<file path="config.mk">
export PLATFORM = sky130hd
export DESIGN_NAME = router_pe_eject
export DESIGN_NICKNAME = d
export VERILOG_FILES = /design/src/rtl/router_pe_eject.sv
export SDC_FILE = /design/constraint.sdc
export NUM_CORES = 1
export LEC_CHECK = 0
export CAP_MARGIN = 20
export CORE_MARGIN = 10
export CORE_UTILIZATION = 48
export DETAILED_ROUTE_END_ITERATION = 8
export PLACE_DENSITY = 0.9
export SYNTH_ARGS = -nofsm -noshare
export SYNTH_HDL_FRONTEND = slang
export SYNTH_SLANG_ARGS = --single-unit
</file>
<file path="constraint.sdc">
create_clock -name clk -period 4.6 [get_ports clk]
set_input_delay 0.92 -clock clk [delete_from_list [all_inputs] [get_ports clk]]
set_output_delay 0.92 -clock clk [all_outputs]
set_load 0.02 [all_outputs]
</file>
<file path="src/rtl/router_pe_eject.sv">
`default_nettype none
// ============================================================================
// Module      : router_pe_eject
// Description : Local-PE ejection port of a 2D mesh router. Four link inputs
//               (N/E/S/W) share a round-robin arbiter. Packets addressed to
//               this router are queued in an ejection FIFO toward the PE.
//               Misaddressed packets are dropped and flagged.
//               Optional feature macro: ROUTER_EJECT_MISROUTE_CNT_EN adds a
//               saturating 16-bit count of dropped packets (misroute_cnt).
// Revision    : 1.0 - initial release
// ============================================================================
module router_pe_eject #(
    parameter int         WIDTH = 35,
    parameter int         DEPTH = 4,
    parameter logic [1:0] X_ID  = 2'd0,
    parameter logic [1:0] Y_ID  = 2'd0
) (
    input  logic                       clk,
    input  logic                       rst,
    input  logic                       n_valid,
    input  logic                       e_valid,
    input  logic                       s_valid,
    input  logic                       w_valid,
    input  logic [WIDTH-1:0]           n_data,
    input  logic [WIDTH-1:0]           e_data,
    input  logic [WIDTH-1:0]           s_data,
    input  logic [WIDTH-1:0]           w_data,
    output logic                       n_ready,
    output logic                       e_ready,
    output logic                       s_ready,
    output logic                       w_ready,
    output logic                       pe_valid,
    output logic [WIDTH-1:0]           pe_data,
    input  logic                       pe_ready,
    output logic                       err_misroute,
`ifdef ROUTER_EJECT_MISROUTE_CNT_EN
    output logic [15:0]                misroute_cnt,
`endif
    output logic [$clog2(DEPTH):0]     occupancy
);

    localparam int C_PTR_W = $clog2(DEPTH);
    localparam int C_CNT_W = $clog2(DEPTH) + 1;

    // Direction indices: 0=N, 1=E, 2=S, 3=W
    localparam logic [1:0] C_DIR_W = 2'd3;

    logic [3:0]         w_req;
    logic [3:0]         w_grant;
    logic [1:0]         w_grant_idx;
    logic [1:0]         w_scan_idx;
    logic               w_found;
    logic               w_full;
    logic               w_accept;
    logic               w_match;
    logic               w_push;
    logic               w_pop;
    logic [WIDTH-1:0]   w_sel_data;

    logic [1:0]         r_last;
    logic [WIDTH-1:0]   r_mem [DEPTH];
    logic [C_PTR_W-1:0] r_wr_ptr;
    logic [C_PTR_W-1:0] r_rd_ptr;
    logic [C_CNT_W-1:0] r_count;
    logic               r_err;

    assign w_req = {w_valid, s_valid, e_valid, n_valid};

    // Round-robin search starting one past the last granted direction
    always_comb begin
        w_found     = 1'b0;
        w_grant_idx = r_last;
        w_scan_idx  = r_last;
        for (int k = 1; k <= 4; k++) begin
            w_scan_idx = r_last + k[1:0];
            if (!w_found && w_req[w_scan_idx]) begin
                w_found     = 1'b1;
                w_grant_idx = w_scan_idx;
            end
        end
        w_grant = w_found ? (4'b0001 << w_grant_idx) : 4'b0000;
    end

    // Select the granted link's packet
    always_comb begin
        case (w_grant_idx)
            2'd0:    w_sel_data = n_data;
            2'd1:    w_sel_data = e_data;
            2'd2:    w_sel_data = s_data;
            default: w_sel_data = w_data;
        endcase
    end

    // A full FIFO blocks every input even when the PE pops this cycle
    assign w_full   = (r_count == C_CNT_W'(DEPTH));
    assign w_accept = w_found & ~w_full & ~rst;
    assign w_match  = (w_sel_data[WIDTH-5:WIDTH-6] == X_ID) &&
                      (w_sel_data[WIDTH-7:WIDTH-8] == Y_ID);
    assign w_push   = w_accept & w_match;
    assign w_pop    = (r_count != '0) & pe_ready;

    assign n_ready  = w_grant[0] & ~w_full & ~rst;
    assign e_ready  = w_grant[1] & ~w_full & ~rst;
    assign s_ready  = w_grant[2] & ~w_full & ~rst;
    assign w_ready  = w_grant[3] & ~w_full & ~rst;

    // Arbiter pointer; reset to West so North is highest priority next
    always_ff @(posedge clk) begin
        if (rst) begin
            r_last <= C_DIR_W;
        end else if (w_accept) begin
            r_last <= w_grant_idx;
        end
    end

    // FIFO storage; contents need no reset since pointers define validity
    always_ff @(posedge clk) begin
        if (w_push) begin
            r_mem[r_wr_ptr] <= w_sel_data;
        end
    end

    // FIFO pointers and count; pointers wrap naturally at power-of-two depth
    always_ff @(posedge clk) begin
        if (rst) begin
            r_wr_ptr <= '0;
            r_rd_ptr <= '0;
            r_count  <= '0;
        end else begin
            if (w_push) begin
                r_wr_ptr <= r_wr_ptr + C_PTR_W'(1);
            end
            if (w_pop) begin
                r_rd_ptr <= r_rd_ptr + C_PTR_W'(1);
            end
            case ({w_push, w_pop})
                2'b10:   r_count <= r_count + C_CNT_W'(1);
                2'b01:   r_count <= r_count - C_CNT_W'(1);
                default: r_count <= r_count;
            endcase
        end
    end

    // One-cycle pulse the cycle after a misaddressed packet is dropped
    always_ff @(posedge clk) begin
        if (rst) begin
            r_err <= 1'b0;
        end else begin
            r_err <= w_accept & ~w_match;
        end
    end

`ifdef ROUTER_EJECT_MISROUTE_CNT_EN
    logic [15:0] r_mis_cnt;

    // Saturating count of dropped packets
    always_ff @(posedge clk) begin
        if (rst) begin
            r_mis_cnt <= '0;
        end else if (w_accept && !w_match && (r_mis_cnt != 16'hFFFF)) begin
            r_mis_cnt <= r_mis_cnt + 16'd1;
        end
    end

    assign misroute_cnt = r_mis_cnt;
`endif

    assign pe_valid     = (r_count != '0);
    assign pe_data      = r_mem[r_rd_ptr];
    assign occupancy    = r_count;
    assign err_misroute = r_err;

endmodule
`default_nettype wire

</file>
Yosys cells after proc, flatten, opt, wreduce, memory -nomap -nowiden
Memories as Yosys holds them, arrays and structs flattened. A register that Yosys moved wholly into a read port is not among the register bits. Cells that the tools add are included.

Multiplexer cells: 23. $add $sub $neg: 7. Bitwise gates (word level): 16. $lt $le $gt $ge: 4. Equal/unequal tests: 5. Shift-type cells: 1. Reductions and logical operators: 12.

Operators by type and width (count): 35-bit one-hot mux with 3 select lines (1); 1-bit bitwise AND (13); 2-bit by 3-bit less-than comparator with 1-bit output, second input constant (4); 2-bit 2-to-1 mux (6); 1-bit 2-to-1 mux (10); 1-bit binary-select mux with 2-bit select (4); 2-bit by 1-bit adder with 2-bit output, second input constant (3); 2-bit logical NOT (3); 3-bit one-hot mux with 2 select lines (1); 2-bit adder, second input constant (2); 2-bit by 1-bit == test with 1-bit output, second input constant (2); 2-bit == test, second input constant (2); 1-bit logical AND (4); 4-bit 2-to-1 mux (1); 1-bit by 2-bit left shift with 4-bit output, first input constant (1); 3-bit by 1-bit adder with 3-bit output, second input constant (1); 3-bit == test, second input constant (1); 1-bit logical NOT (3); 1-bit inverter (3); 3-bit nonzero test (1); 3-bit by 1-bit subtractor with 3-bit output, second input constant (1); 2-bit nonzero test (1).

Memories: 1. Bits in registers: 10. Word-level logic and storage cells: 74. RAM bits: 140. Output and inout bits: 44. Bits of input ports: 147.

Memory list: r_mem (depth 4, width 35, read ports 1, clocked after memory_dff 1, wr ports 1, line 61) `logic [WIDTH-1:0] r_mem [DEPTH];`.

Longest topological paths before layout
Gate-level depths: netlist (run 1).

Word-level depth: 20. Depth in mapped cells: 14. Depth with buffers taken out: 13.

Least setup slack after synthesis (run 1)
Ideal clock, no wire load.

Path type: in2reg. From: in w_valid. To: mem r_mem[0][0] (enable). Stages on the path: 6. Library setup time: 0.396 ns. Slack: 0.776 ns. Arrival: 3.428 ns. Data required time: 4.204 ns. Path buffers: 0. Path through: nor2b_2 -> a21o_1 -> a221oi_4 -> mux4_2 -> nor4_4 -> and3_1.

Word-level cells in the longest chain between the ends: 19. Elaborated cells between the ends (all ways): 34. Classes of those cells: 2 x eq/ne; 19 x mux; 3 x bitwise; 10 x reduce/logical.

Ends and longest elaborated chain: start: declaration (line 23) `input logic w_valid,`; 1-bit binary-select mux with 2-bit select (line 76) `if (!w_found && w_req[w_scan_idx]) begin`; 1-bit 2-to-1 mux (implied by the code) (line 76); 1-bit 2-to-1 mux (line 76); 1-bit logical NOT (line 76); 1-bit logical AND (line 76); 1-bit 2-to-1 mux (line 76); 1-bit logical NOT (line 76); 1-bit logical AND (line 76); [4 not listed]; 2-bit == test, or another cell as far along (line 86) `case (w_grant_idx)`; 35-bit one-hot mux with 3 select lines * (line 86); named net w_sel_data[29] (line 58) `logic [WIDTH-1:0] w_sel_data;`; 2-bit logical NOT * (line 97) `assign w_match = (w_sel_data[WIDTH-5:WIDTH-6] == X_ID) &&`; 1-bit logical AND * (line 97); 1-bit bitwise AND * (line 99) `assign w_push = w_accept & w_match;`; 1-bit 2-to-1 mux * (line 118) `if (w_push) begin`; 1-bit 2-to-1 mux (implied by the code) * (line 119) `r_mem[r_wr_ptr] <= w_sel_data;`; end: declaration (line 61).

Mark *: on every way through the listed nets, which the timed path passes. The rest lies on a longest branch. The select of a mux whose other input is x is not followed.

Worst setup path in the final report (run 1)
From: in e_valid. To: out s_ready.

Word-level cells in the longest chain between the ends: 16. Elaborated cells between the ends (all ways): 26. Classes of those cells: 1 x shift; 17 x mux; 2 x bitwise; 6 x reduce/logical.

Ends and longest elaborated chain: start: declaration (line 21) `input logic e_valid,`; 1-bit binary-select mux with 2-bit select (line 76); 1-bit 2-to-1 mux (implied by the code) (line 76); 1-bit 2-to-1 mux (line 76); 1-bit logical NOT (line 76); 1-bit logical AND (line 76); 1-bit 2-to-1 mux (line 76); 1-bit logical NOT (line 76); 1-bit logical AND (line 76); 1-bit 2-to-1 mux (line 76); 1-bit logical NOT (line 76); 1-bit logical AND (line 76); 2-bit 2-to-1 mux (line 76); 1-bit by 2-bit left shift with 4-bit output (line 81) `w_grant = w_found ? (4'b0001 << w_grant_idx) : 4'b0000;`; 4-bit 2-to-1 mux * (line 81); 1-bit bitwise AND * (2 in a row) (line 104) `assign s_ready = w_grant[2] & ~w_full & ~rst;`; end: declaration (line 30) `output logic s_ready,`.

Every way passes the cells marked *; elsewhere a longest branch is shown, timed or not. The select of a mux whose other input is x is not followed.

==> metrics.md, run 1 <==
| Metric | Value |
|---|---|
| Synth Net Count | `596` |
| Dominant cells by area after synthesis | `edfxtp_1 62%, mux4_2 13%, dfxtp_1 3.6%` |
| Fin crit period | `4140 ps` |
| Sw Share | `27.1%` |
| First-pass detailed-route iteration total | `4` |
| Final Hold Viols | `0` |
| CTS tree | `built` |
| Largest net degree at the start of global routing | `39` |
| Relative slew slack | `37.1%` |
| Reg2reg setup slack | `1250 ps` |
| IO Pins | `191` |
| Cts bufs inserted | `17` |
| All-Layer GR Usage | `18.6%` |
| Pwr dens | `410 nW/um^2` |
| Ratio of cells with drive above 1 in the final layout | `15.3%` |
| Design area | `9540 um^2` |
| Fill count | `867` |
| Post-synth ARST share | `0%` |
| Period utilisation layout | `89.9%` |
| Placer Congestion | `0.794` |
| Placed Area | `8940 um^2` |
| Clock Latency Late Sink | `410 ps` |
| Initial antenna violation count | `1` |
| Maximum root-to-sink buffer count | `2` |
| Worst-path clk slew | `60 ps` |
| DR iter-0 viols | `418` |
| Fin nets | `787` |
| Core Area | `13,800 um^2` |
| Routed wire per std cell | `22.3 um` |
| Cell taking the most area after synthesis | `edfxtp_1` |
| Worst Hold Class | `flip-flop to flip-flop` |
| WP data arrival | `3220 ps` |
| Fmax | `242 MHz` |
| Yosys reg bits | `152` |
| Status | `finished clean` |
| Routed Antenna Nets | `0` |
| Pint | `2.85 mW` |
| Combinational fraction of design power | `22.2%` |
| Post-synth top area share | `62.1%` |
| Fin. max-slew vios | `0` |
| Reg power frac | `42.7%` |
| Cells after synthesis | `443` |
| Initial Utilization | `48.9%` |
| DIE WIDTH | `139 um` |
| Std-Cell Rows | `43` |
| CTS root buf | `clkbuf_16` |
| Crit. End Element | `output port` |
| Min Hold Slack | `541 ps` |
| Startpoint types | `primary input` |
| Sequential fraction of the synthesis area | `65.7%` |
| Clock sink total | `152` |
| Clock group share of total power | `35.1%` |
| CP Max Fanout | `38` |
| Unrepaired setup endpoints after global routing | `false` |
| Post-synth EDFFs | `140` |
| Congestion Overflow GR | `0` |
| # port buffers | `190` |
| Max cap viols | `0` |
| Psw | `1.06 mW` |
| Resized Gates After CTS | `0` |
| Vias | `4,681` |
| Vias in the first global route | `4,980` |
| Worst path required time | `3680 ps` |
| Mean Syn Cell Area | `15.3 um^2` |
| Setup bufs post-CTS | `0` |
| DIE AREA | `19,200 um^2` |
| WS Path Type | `primary input to output port` |
| Static leakage power | `3.14 nW` |
| Count of different cell masters after synthesis | `36` |
| Area grow syn2layout | `41.0%` |
| Worst Tran Pin Value | `943 ps` |
| CTS Hold Bufs | `0` |
| Worst vdd ir | `0.255 mV` |
| DP Wirelength | `12,800 um` |
| Synth top cells by count | `140 x edfxtp_1, 64 x nand2_1, 39 x mux4_2` |
| First-pass GRT wire length | `28,300 um` |
| DR vias/cell | `5.65` |
| H-tree depth | `4` |
| Setup TNS | `0 ps` |
| Setup Skew | `10.3 ps` |
| Setup violation total in the final timing report | `0` |
| Synthesized cell area | `6770 um^2` |
| Top-count cell post-synth | `edfxtp_1` |
| Die height | `139 um` |
| Post-route DRC | `0` |
| Synth warnings | `0` |
| Final WL | `18,400 um` |
| Main flop type after synthesis | `edfxtp_1` |
| Pwr Total | `3.91 mW` |
sequential cells by signal, summed over array words and instances, names as in the netlist, named ones only:
name and count:
err_misroute 1, occupancy 3, r_last 2, r_mem 140, r_rd_ptr 2, r_wr_ptr 2
final timing paths:
kind	endpoint	depth (start not counted)	from
worst max-delay path	s_ready	7	e_valid
worst min register to register	r_wr_ptr[0]	2	r_wr_ptr[0]
worst max register to register	occupancy[2]	13	r_last[0]
worst min-delay path	r_wr_ptr[0]	2	r_wr_ptr[0]
worst max-delay path, stage by stage:
cell and delay, ps:
clkdlybuf4s50_1 480, nand2b_1 130, o21ai_1 130, o21ai_4 280, buf_4 440, and3_1 230, clkdlybuf4s50_1 610
layout make-up:
cell class | instances | area (um^2) | share of cell area (%)
multi-input cells | 253 | 2180 | 22.9
inverters | 7 | 26.3 | 0.275
flip-flops and latches | 152 | 4450 | 46.6
well taps | 180 | 225 | 2.36
repair buffers | 203 | 2060 | 21.6
clock buffers | 17 | 425 | 4.46
clock inverters | 15 | 166 | 1.74
diodes | 1 | 2.50 | 0.0262
cell families (layout without fill, tap and decap cells):
group           after synthesis  in the layout  synth area share, %
compound gates               77             77                 8.14
xor+xnor                      4              4                0.518
fa+ha+maj                     6              6                 1.22
buf+inv                      38            242                 2.22
flops                       152            152                 65.7
mux                          39             39                 13.0
other cells                   0              1                    0
simple gates                127            127                 9.23
metrics by stage:
step	utilization (%)	std cells	setup WS [ps]
final	69.0	828	464
after global routing	69.0	827	297
after global placement	64.7	795	367
after detailed placement	64.7	795	173
after floorplan	-	443	776
after CTS	69.0	827	443
power by group through the flow:
stage          clock network [mW]  registers, mW  logic (mW)
2_1_floorplan                   0           1.70       0.493
3_3_place_gp                    0           1.70       0.818
3_5_place_dp                    0           1.70       0.857
4_1_cts                      1.39           1.67       0.868
5_1_grt                      1.45           1.67       0.936
6_report                     1.37           1.67       0.866
placed cells by master, fill, tap and decap left out, types with 2 or more instances in the layout:
master	synthesis	final
a31oi_1	31	31
mux4_2	39	39
xor2_1	3	3
clkinvlp_4	0	3
o21ai_0	3	3
clkbuf_16	0	17
o21ai_2	3	2
inv_8	0	2
buf_12	0	5
nor2_1	10	10
edfxtp_1	140	140
and3_1	7	3
buf_4	0	8
nand2_1	64	64
dfxtp_1	12	10
and3_2	0	4
dfxtp_2	0	2
inv_1	6	6
a21oi_1	3	3
ha_1	5	5
and2_1	23	23
nand3_1	2	2
a211oi_1	31	31
clkdlybuf4s50_1	0	190
or3_1	3	3
nand2b_1	3	3
bufinv_16	0	2
nor3_1	2	2
inv_6	0	5
and2_0	9	9
routing by layer:
layer	up-vias	global-route usage, %	wire length, um
met1	2310	21.1	7070
met4	0	6.10	322
met2	221	32.8	9650
met5	-	0	0
met3	28	5.79	1400
li1	2122	-	-
No activity file was read; power rests on OpenSTA's default activity.
==> inputs of run 2 (changes only) <==
- CORE_UTILIZATION: 48 -> 50
- DONT_BUFFER_PORTS: unset -> 1
- PLACE_DENSITY: 0.9 -> 0.75
==> metrics.md, run 2 (synthesis results as in run 1) <==
| Metric | Value |
|---|---|
| Status | `finished clean (unchanged)` |
| Largest net degree at the start of global routing | `60 (was 39)` |
| Period utilisation layout | `84.3% (was 89.9%)` |
| Largest Register | `r_mem (unchanged)` |
| Psw | `1.03 mW (was 1.06 mW)` |
| Fill count | `1,000 (was 867)` |
| Met2 routed WL | `7670 um (was 9650 um)` |
| Reg power frac | `45.6% (was 42.7%)` |
| Ratio of cells with drive above 1 in the final layout | `21.2% (was 15.3%)` |
| Pre-CTS setup slack | `322 ps (was 173 ps)` |
| Post-route DRC | `0 (unchanged)` |
| CTS Hold Bufs | `0 (unchanged)` |
| DP Wirelength | `11,100 um (was 12,800 um)` |
| Hold Path Origin | `r_wr_ptr[0] (unchanged)` |
| Initial antenna violation count | `0 (was 1)` |
| Area grow syn2layout | `12.0% (was 41.0%)` |
| Layout Cells excl Fill | `629 (was 828)` |
| Setup TNS | `0 ps (unchanged)` |
| Startpoint types | `primary input (unchanged)` |
| Max FFs per register | `140 (unchanged)` |
| Combinational fraction of design power | `16.7% (was 22.2%)` |
| Congestion Overflow GR | `0 (unchanged)` |
| # port buffers | `0 (was 190)` |
| Top layer in use | `met4 (unchanged)` |
| First-pass detailed-route iteration total | `4 (unchanged)` |
| DIE WIDTH | `136 um (was 139 um)` |
| Family with the most delay on the worst path | `simple AND/OR/NAND/NOR gates (was buffers and inverters)` |
| Worst path required time | `4930 ps (was 3680 ps)` |
| Pwr Total | `3.70 mW (was 3.91 mW)` |
| Final Core Density | `57.2% (was 69.0%)` |
| Worst vdd ir | `0.270 mV (was 0.255 mV)` |
| Worst-path clk slew | `60 ps (about the same)` |
| CP Max Fanout | `13 (was 38)` |
| Die height | `136 um (was 139 um)` |
| Setup Skew | `9.97 ps (was 10.3 ps)` |
| Fin nets | `593 (was 787)` |
| Fin. max-slew vios | `0 (unchanged)` |
| Reg2reg start | `r_last[0] (unchanged)` |
| Routed Antenna Nets | `0 (unchanged)` |
| Critical-path cell list | `nor2b_2 > a21o_1 > a221oi_4 > mux4_2 > nor4_4 > and2_4 > inv_2 > ha_1 > inv_1 > fa_1 > xor2_1 > or3_1 > a21oi_1 (was clkdlybuf4s50_1 > nand2b_1 > o21ai_1 > o21ai_4 > buf_4 > and3_1 > clkdlybuf4s50_1)` |
| Design area | `7570 um^2 (was 9540 um^2)` |
| Crit. End Element | `flip-flop (was output port)` |
| Initial Utilization | `51.1% (was 48.9%)` |
| Max cap viols | `0 (unchanged)` |
| Setup violation total in the final timing report | `0 (unchanged)` |
| Area of the multi-input gates | `2180 um^2 (unchanged)` |
| Pwr dens | `488 nW/um^2 (was 410 nW/um^2)` |
| Crit path launch | `w_valid (was e_valid)` |
| DIE AREA | `18,600 um^2 (was 19,200 um^2)` |
| Vias in the first global route | `4,072 (was 4,980)` |
| Sw Share | `27.7% (was 27.1%)` |
| Commonest cells after routing, fill and taps aside | `140 x edfxtp_1, 64 x nand2_1, 39 x mux4_2 (was 190 x clkdlybuf4s50_1, 140 x edfxtp_1, 64 x nand2_1)` |
| Maximum root-to-sink buffer count | `2 (unchanged)` |
| Fmax | `258 MHz (was 242 MHz)` |
| All-Layer GR Usage | `16.7% (was 18.6%)` |
| Static leakage power | `2.38 nW (was 3.14 nW)` |
| Slowest CP cell | `a221oi_4 (was clkdlybuf4s50_1)` |
| Std-Cell Rows | `42 (was 43)` |
| Final WL | `15,700 um (was 18,400 um)` |
| Fin crit period | `3880 ps (was 4140 ps)` |
| Vias | `3,907 (was 4,681)` |
| Placed Area | `6970 um^2 (was 8940 um^2)` |
| Pint | `2.67 mW (was 2.85 mW)` |
| Routed wire per std cell | `25.0 um (was 22.3 um)` |
| First-pass GRT wire length | `23,500 um (was 28,300 um)` |
| Clock Latency Late Sink | `410 ps (about the same)` |
| Seq. cell area | `4450 um^2 (unchanged)` |
| CTS root buf | `clkbuf_16 (unchanged)` |
| Max incr delay on CP | `640 ps (was 610 ps)` |
| IO Pins | `191 (unchanged)` |
| Clock sink total | `152 (unchanged)` |
| Worst Tran Pin Value | `953 ps (was 943 ps)` |
| WP data arrival | `4210 ps (was 3220 ps)` |
| Placed cells | `597 (was 795)` |
| Core Area | `13,200 um^2 (was 13,800 um^2)` |
| Worst Hold Class | `flip-flop to flip-flop (unchanged)` |
| Worst Slack Setup Final | `720 ps (was 464 ps)` |
| H-tree depth | `4 (unchanged)` |
| Final Hold Viols | `0 (unchanged)` |
| M1 WL | `6470 um (was 7070 um)` |
| Cts bufs inserted | `17 (unchanged)` |
| Min Hold Slack | `536 ps (was 541 ps)` |
| Clock group share of total power | `37.7% (was 35.1%)` |
| DR vias/cell | `6.21 (was 5.65)` |
| Antenna diode count | `0 (was 1)` |
| Routed wl met3 | `1410 um (was 1400 um)` |
| DR iter-0 viols | `358 (was 418)` |
| Buffers & Inverters on Critical Path | `2 (was 3)` |
| Commonest non-fill, non-tap cell in the layout | `edfxtp_1 (was clkdlybuf4s50_1)` |
| WS Path Type | `primary input to flip-flop (was primary input to output port)` |
| Unrepaired setup endpoints after global routing | `false (unchanged)` |
| Placer Congestion | `0.824 (was 0.794)` |
| Relative slew slack | `36.5% (was 37.1%)` |
| CTS tree | `built (unchanged)` |
| Setup bufs post-CTS | `0 (unchanged)` |
| Resized Gates After CTS | `0 (unchanged)` |
## run 2: final timing paths
check            endpoint  depth (start not counted)  slack (ps)
max          occupancy[2]                         13         720
min           r_wr_ptr[0]                          2         540
max reg2reg  occupancy[2]                         13         840
min reg2reg   r_wr_ptr[0]                          2         540
## run 2: worst reg2reg max path: stages, from the launching register on
cell      delay, ps
dfxtp_1         450
nor2b_2          90
a21o_1          200
a221oi_4        640
mux4_2          490
nor4_4          470
and2_4          240
inv_2            30
ha_1            210
inv_1            90
fa_1            200
xor2_1           90
or3_1           310
a21oi_1         160
## run 2: final cells by class
class                      instances  share of cell area [%]
clock buffer                      17                    5.62
clock inverter                    15                    2.36
inverter                           7                   0.347
multi-input combinational        253                    28.8
sequential                       152                    58.7
tap                              176                    2.91
timing repair buffer               9                    1.22
## run 2: power by group through the flow
stage | combinational, mW | clock [mW] | sequential [mW]
after floorplan | 0.493 | 0 | 1.70
after global placement | 0.590 | 0 | 1.72
after detailed placement | 0.623 | 0 | 1.72
after CTS | 0.625 | 1.41 | 1.69
after global routing | 0.681 | 1.48 | 1.69
final | 0.618 | 1.39 | 1.69
## run 2: layer usage
metal | track usage [%] | vias up
met4 | 4.38 | 0
met3 | 7.38 | 12
li1 | - | 1726
met5 | 0 | -
met1 | 20.1 | 1980
met2 | 26.9 | 189
==> inputs of run 3 (changes only) <==
- clock period: 4.6 -> 3.8 ns (I/O delays scaled with it)
==> metrics.md, run 3 (synthesis results as in run 1) <==
| Metric | Value |
|---|---|
| DIE WIDTH | `136 um (unchanged)` |
| Fin crit period | `3310 ps` |
| Worst Tran Pin Value | `939 ps (was 953 ps)` |
| # port buffers | `0 (unchanged)` |
| CTS tree | `built (unchanged)` |
| Congestion Overflow GR | `0 (unchanged)` |
| Static leakage power | `2.39 nW (was 2.38 nW)` |
| Vias | `3,900 (was 3,907)` |
| All-Layer GR Usage | `16.9% (was 16.7%)` |
| Met2 Usage GRT | `27.3% (was 26.9%)` |
| Max cap viols | `0 (unchanged)` |
| Status | `finished clean (unchanged)` |
| Largest net degree at the start of global routing | `60 (unchanged)` |
| Met1 GRT Util | `20.6% (was 20.1%)` |
| Fmax | `302 MHz` |
| Worst reg2reg path depth | `13 (unchanged)` |
| Setup violation total in the final timing report | `0 (unchanged)` |
| Commonest cells after routing, fill and taps aside | `140 x edfxtp_1, 64 x nand2_1, 39 x mux4_2 (unchanged)` |
| Startpoint types | `flip-flop (was primary input)` |
| WS Path Type | `flip-flop to flip-flop (was primary input to flip-flop)` |
| Routed wire per std cell | `24.7 um (was 25.0 um)` |
| Initial antenna violation count | `0 (unchanged)` |
| Period utilisation layout | `87.1%` |
| CTS Hold Bufs | `0 (unchanged)` |
| Setup Skew | `6.06 ps (was 9.97 ps)` |
| Post-route DRC | `0 (unchanged)` |
| Met3 Usage GRT | `6.46% (was 7.38%)` |
| DR vias/cell | `6.14 (was 6.21)` |
| Cts bufs inserted | `17 (unchanged)` |
| IO Pins | `191 (unchanged)` |
| Maximum root-to-sink buffer count | `2 (unchanged)` |
| Routed Antenna Nets | `0 (unchanged)` |
| Initial Utilization | `51.1% (unchanged)` |
| Reg2reg start | `r_last[0] (unchanged)` |
| Buffers & Inverters on Critical Path | `2 (unchanged)` |
| Unrepaired setup endpoints after global routing | `false (unchanged)` |
| Relative slew slack | `37.4% (was 36.5%)` |
| Setup bufs post-CTS | `0 (unchanged)` |
| Max FFs per register | `140 (unchanged)` |
| Worst-path clk slew | `60 ps (about the same)` |
| Resized Gates After CTS | `0 (unchanged)` |
| Max incr delay on CP | `620 ps (was 640 ps)` |
| DIE AREA | `18,600 um^2 (unchanged)` |
| Area grow syn2layout | `12.4% (was 12.0%)` |
| Final WL | `15,700 um (about the same)` |
| Placer Congestion | `0.838 (was 0.824)` |
| Largest Register | `r_mem (unchanged)` |
| GR peak layer | `met2 (unchanged)` |
| WP data arrival | `3630 ps (was 4210 ps)` |
| Antenna diode count | `0 (unchanged)` |
| Vias in the first global route | `4,163 (was 4,072)` |
| Pwr dens | `574 nW/um^2 (was 488 nW/um^2)` |
| CP Max Fanout | `6 (was 13)` |
| Fin nets | `599 (was 593)` |
| Core Area | `13,200 um^2 (unchanged)` |
| Pre-CTS setup slack | `158 ps (was 322 ps)` |
| Worst Slack Setup Final | `492 ps (was 720 ps)` |
| Critical-path cell list | `nand2b_1 > o21ai_1 > o21ai_4 > mux4_2 > nor4_4 > and2_4 > inv_2 > ha_1 > inv_1 > fa_1 > xor2_1 > or3_1 > a21oi_1 (was nor2b_2 > a21o_1 > a221oi_4 > mux4_2 > nor4_4 > and2_4 > inv_2 > ha_1 > inv_1 > fa_1 > xor2_1 > or3_1 > a21oi_1)` |
| Reg2reg setup slack | `490 ps (was 840 ps)` |
| CTS root buf | `clkbuf_16 (unchanged)` |
| Clock Latency Late Sink | `400 ps (was 410 ps)` |
| Ratio of cells with drive above 1 in the final layout | `21.4% (was 21.2%)` |
| Worst Hold Class | `primary input to flip-flop (was flip-flop to flip-flop)` |
| Std-Cell Rows | `42 (unchanged)` |
| Fin. max-slew vios | `0 (unchanged)` |
| DR iter-0 viols | `257 (was 358)` |
| Die height | `136 um (unchanged)` |
| H-tree depth | `4 (unchanged)` |
| First-pass detailed-route iteration total | `5 (was 4)` |
| Worst path required time | `4130 ps (was 4930 ps)` |
| Critical path depth | `13 (unchanged)` |
| Crit. End Element | `flip-flop (unchanged)` |
| Crit path capture | `occupancy[2] (unchanged)` |
| Slowest CP cell | `mux4_2 (was a221oi_4)` |
| Crit path launch | `r_last[0] (was w_valid)` |
| Family with the most delay on the worst path | `simple AND/OR/NAND/NOR gates (unchanged)` |
| First-pass GRT wire length | `23,700 um (was 23,500 um)` |
| Worst vdd ir | `0.383 mV (was 0.270 mV)` |
| Final Hold Viols | `0 (unchanged)` |
| Setup TNS | `0 ps (unchanged)` |
| DP Wirelength | `11,200 um (was 11,100 um)` |
| Commonest non-fill, non-tap cell in the layout | `edfxtp_1 (unchanged)` |
| Reg-to-Reg End | `occupancy[2] (unchanged)` |
| Clock sink total | `152 (unchanged)` |
[run 3: how the worst min path moves through the flow]
stage / endpoint / slack, ps / cells past startpoint / start
final: occupancy[0] / 420 / 1 / rst
after global placement: flip-flop / 500 / 2 / r_rd_ptr[1]
after detailed placement: r_wr_ptr[0] / 520 / 2 / r_wr_ptr[0]
after global routing: r_rd_ptr[0] / 400 / 1 / rst
after CTS: flip-flop / 410 / 1 / rst
after floorplan: flip-flop / 480 / 2 / r_rd_ptr[1]
[run 3: layer usage]
layer	wire length (um)	vias to the layer above
li1	-	1740
met3	1440	17
met4	165	0
met5	0	-
met2	7710	175
met1	6360	1968
[run 3: report_power, final]
part           switching [mW]  internal, mW
sequential             0.0430          2.00
combinational           0.499         0.254
clock                   0.613         0.956
total                    1.16          3.21
[run 3: layout make-up]
cell class	count	area, um^2
timing repair buffer	15	163
tap	176	220
clock buffer	18	429
clock inverter	14	134
sequential	152	4450
inverter	7	26.3
fill	1032	5640
multi-input combinational	253	2180
[run 3: stage by stage]
step,hold WS (ps),cells,area [um^2],total power [mW],util (%)
2_1_floorplan,485,443,6770,2.65,-
3_3_place_gp,500,603,7040,2.80,53.2
3_5_place_dp,517,603,7040,2.84,53.2
4_1_cts,406,635,7600,4.41,57.4
5_1_grt,396,635,7600,4.57,57.4
6_report,424,635,7600,4.37,57.4
[run 3: worst register-to-register path, stage by stage, from the launching register on]
cell	delay, ps
dfxtp_1	430
nand2b_1	160
o21ai_1	130
o21ai_4	280
mux4_2	620
nor4_4	340
and2_4	220
inv_2	30
ha_1	200
inv_1	80
fa_1	190
xor2_1	80
or3_1	320
a21oi_1	170
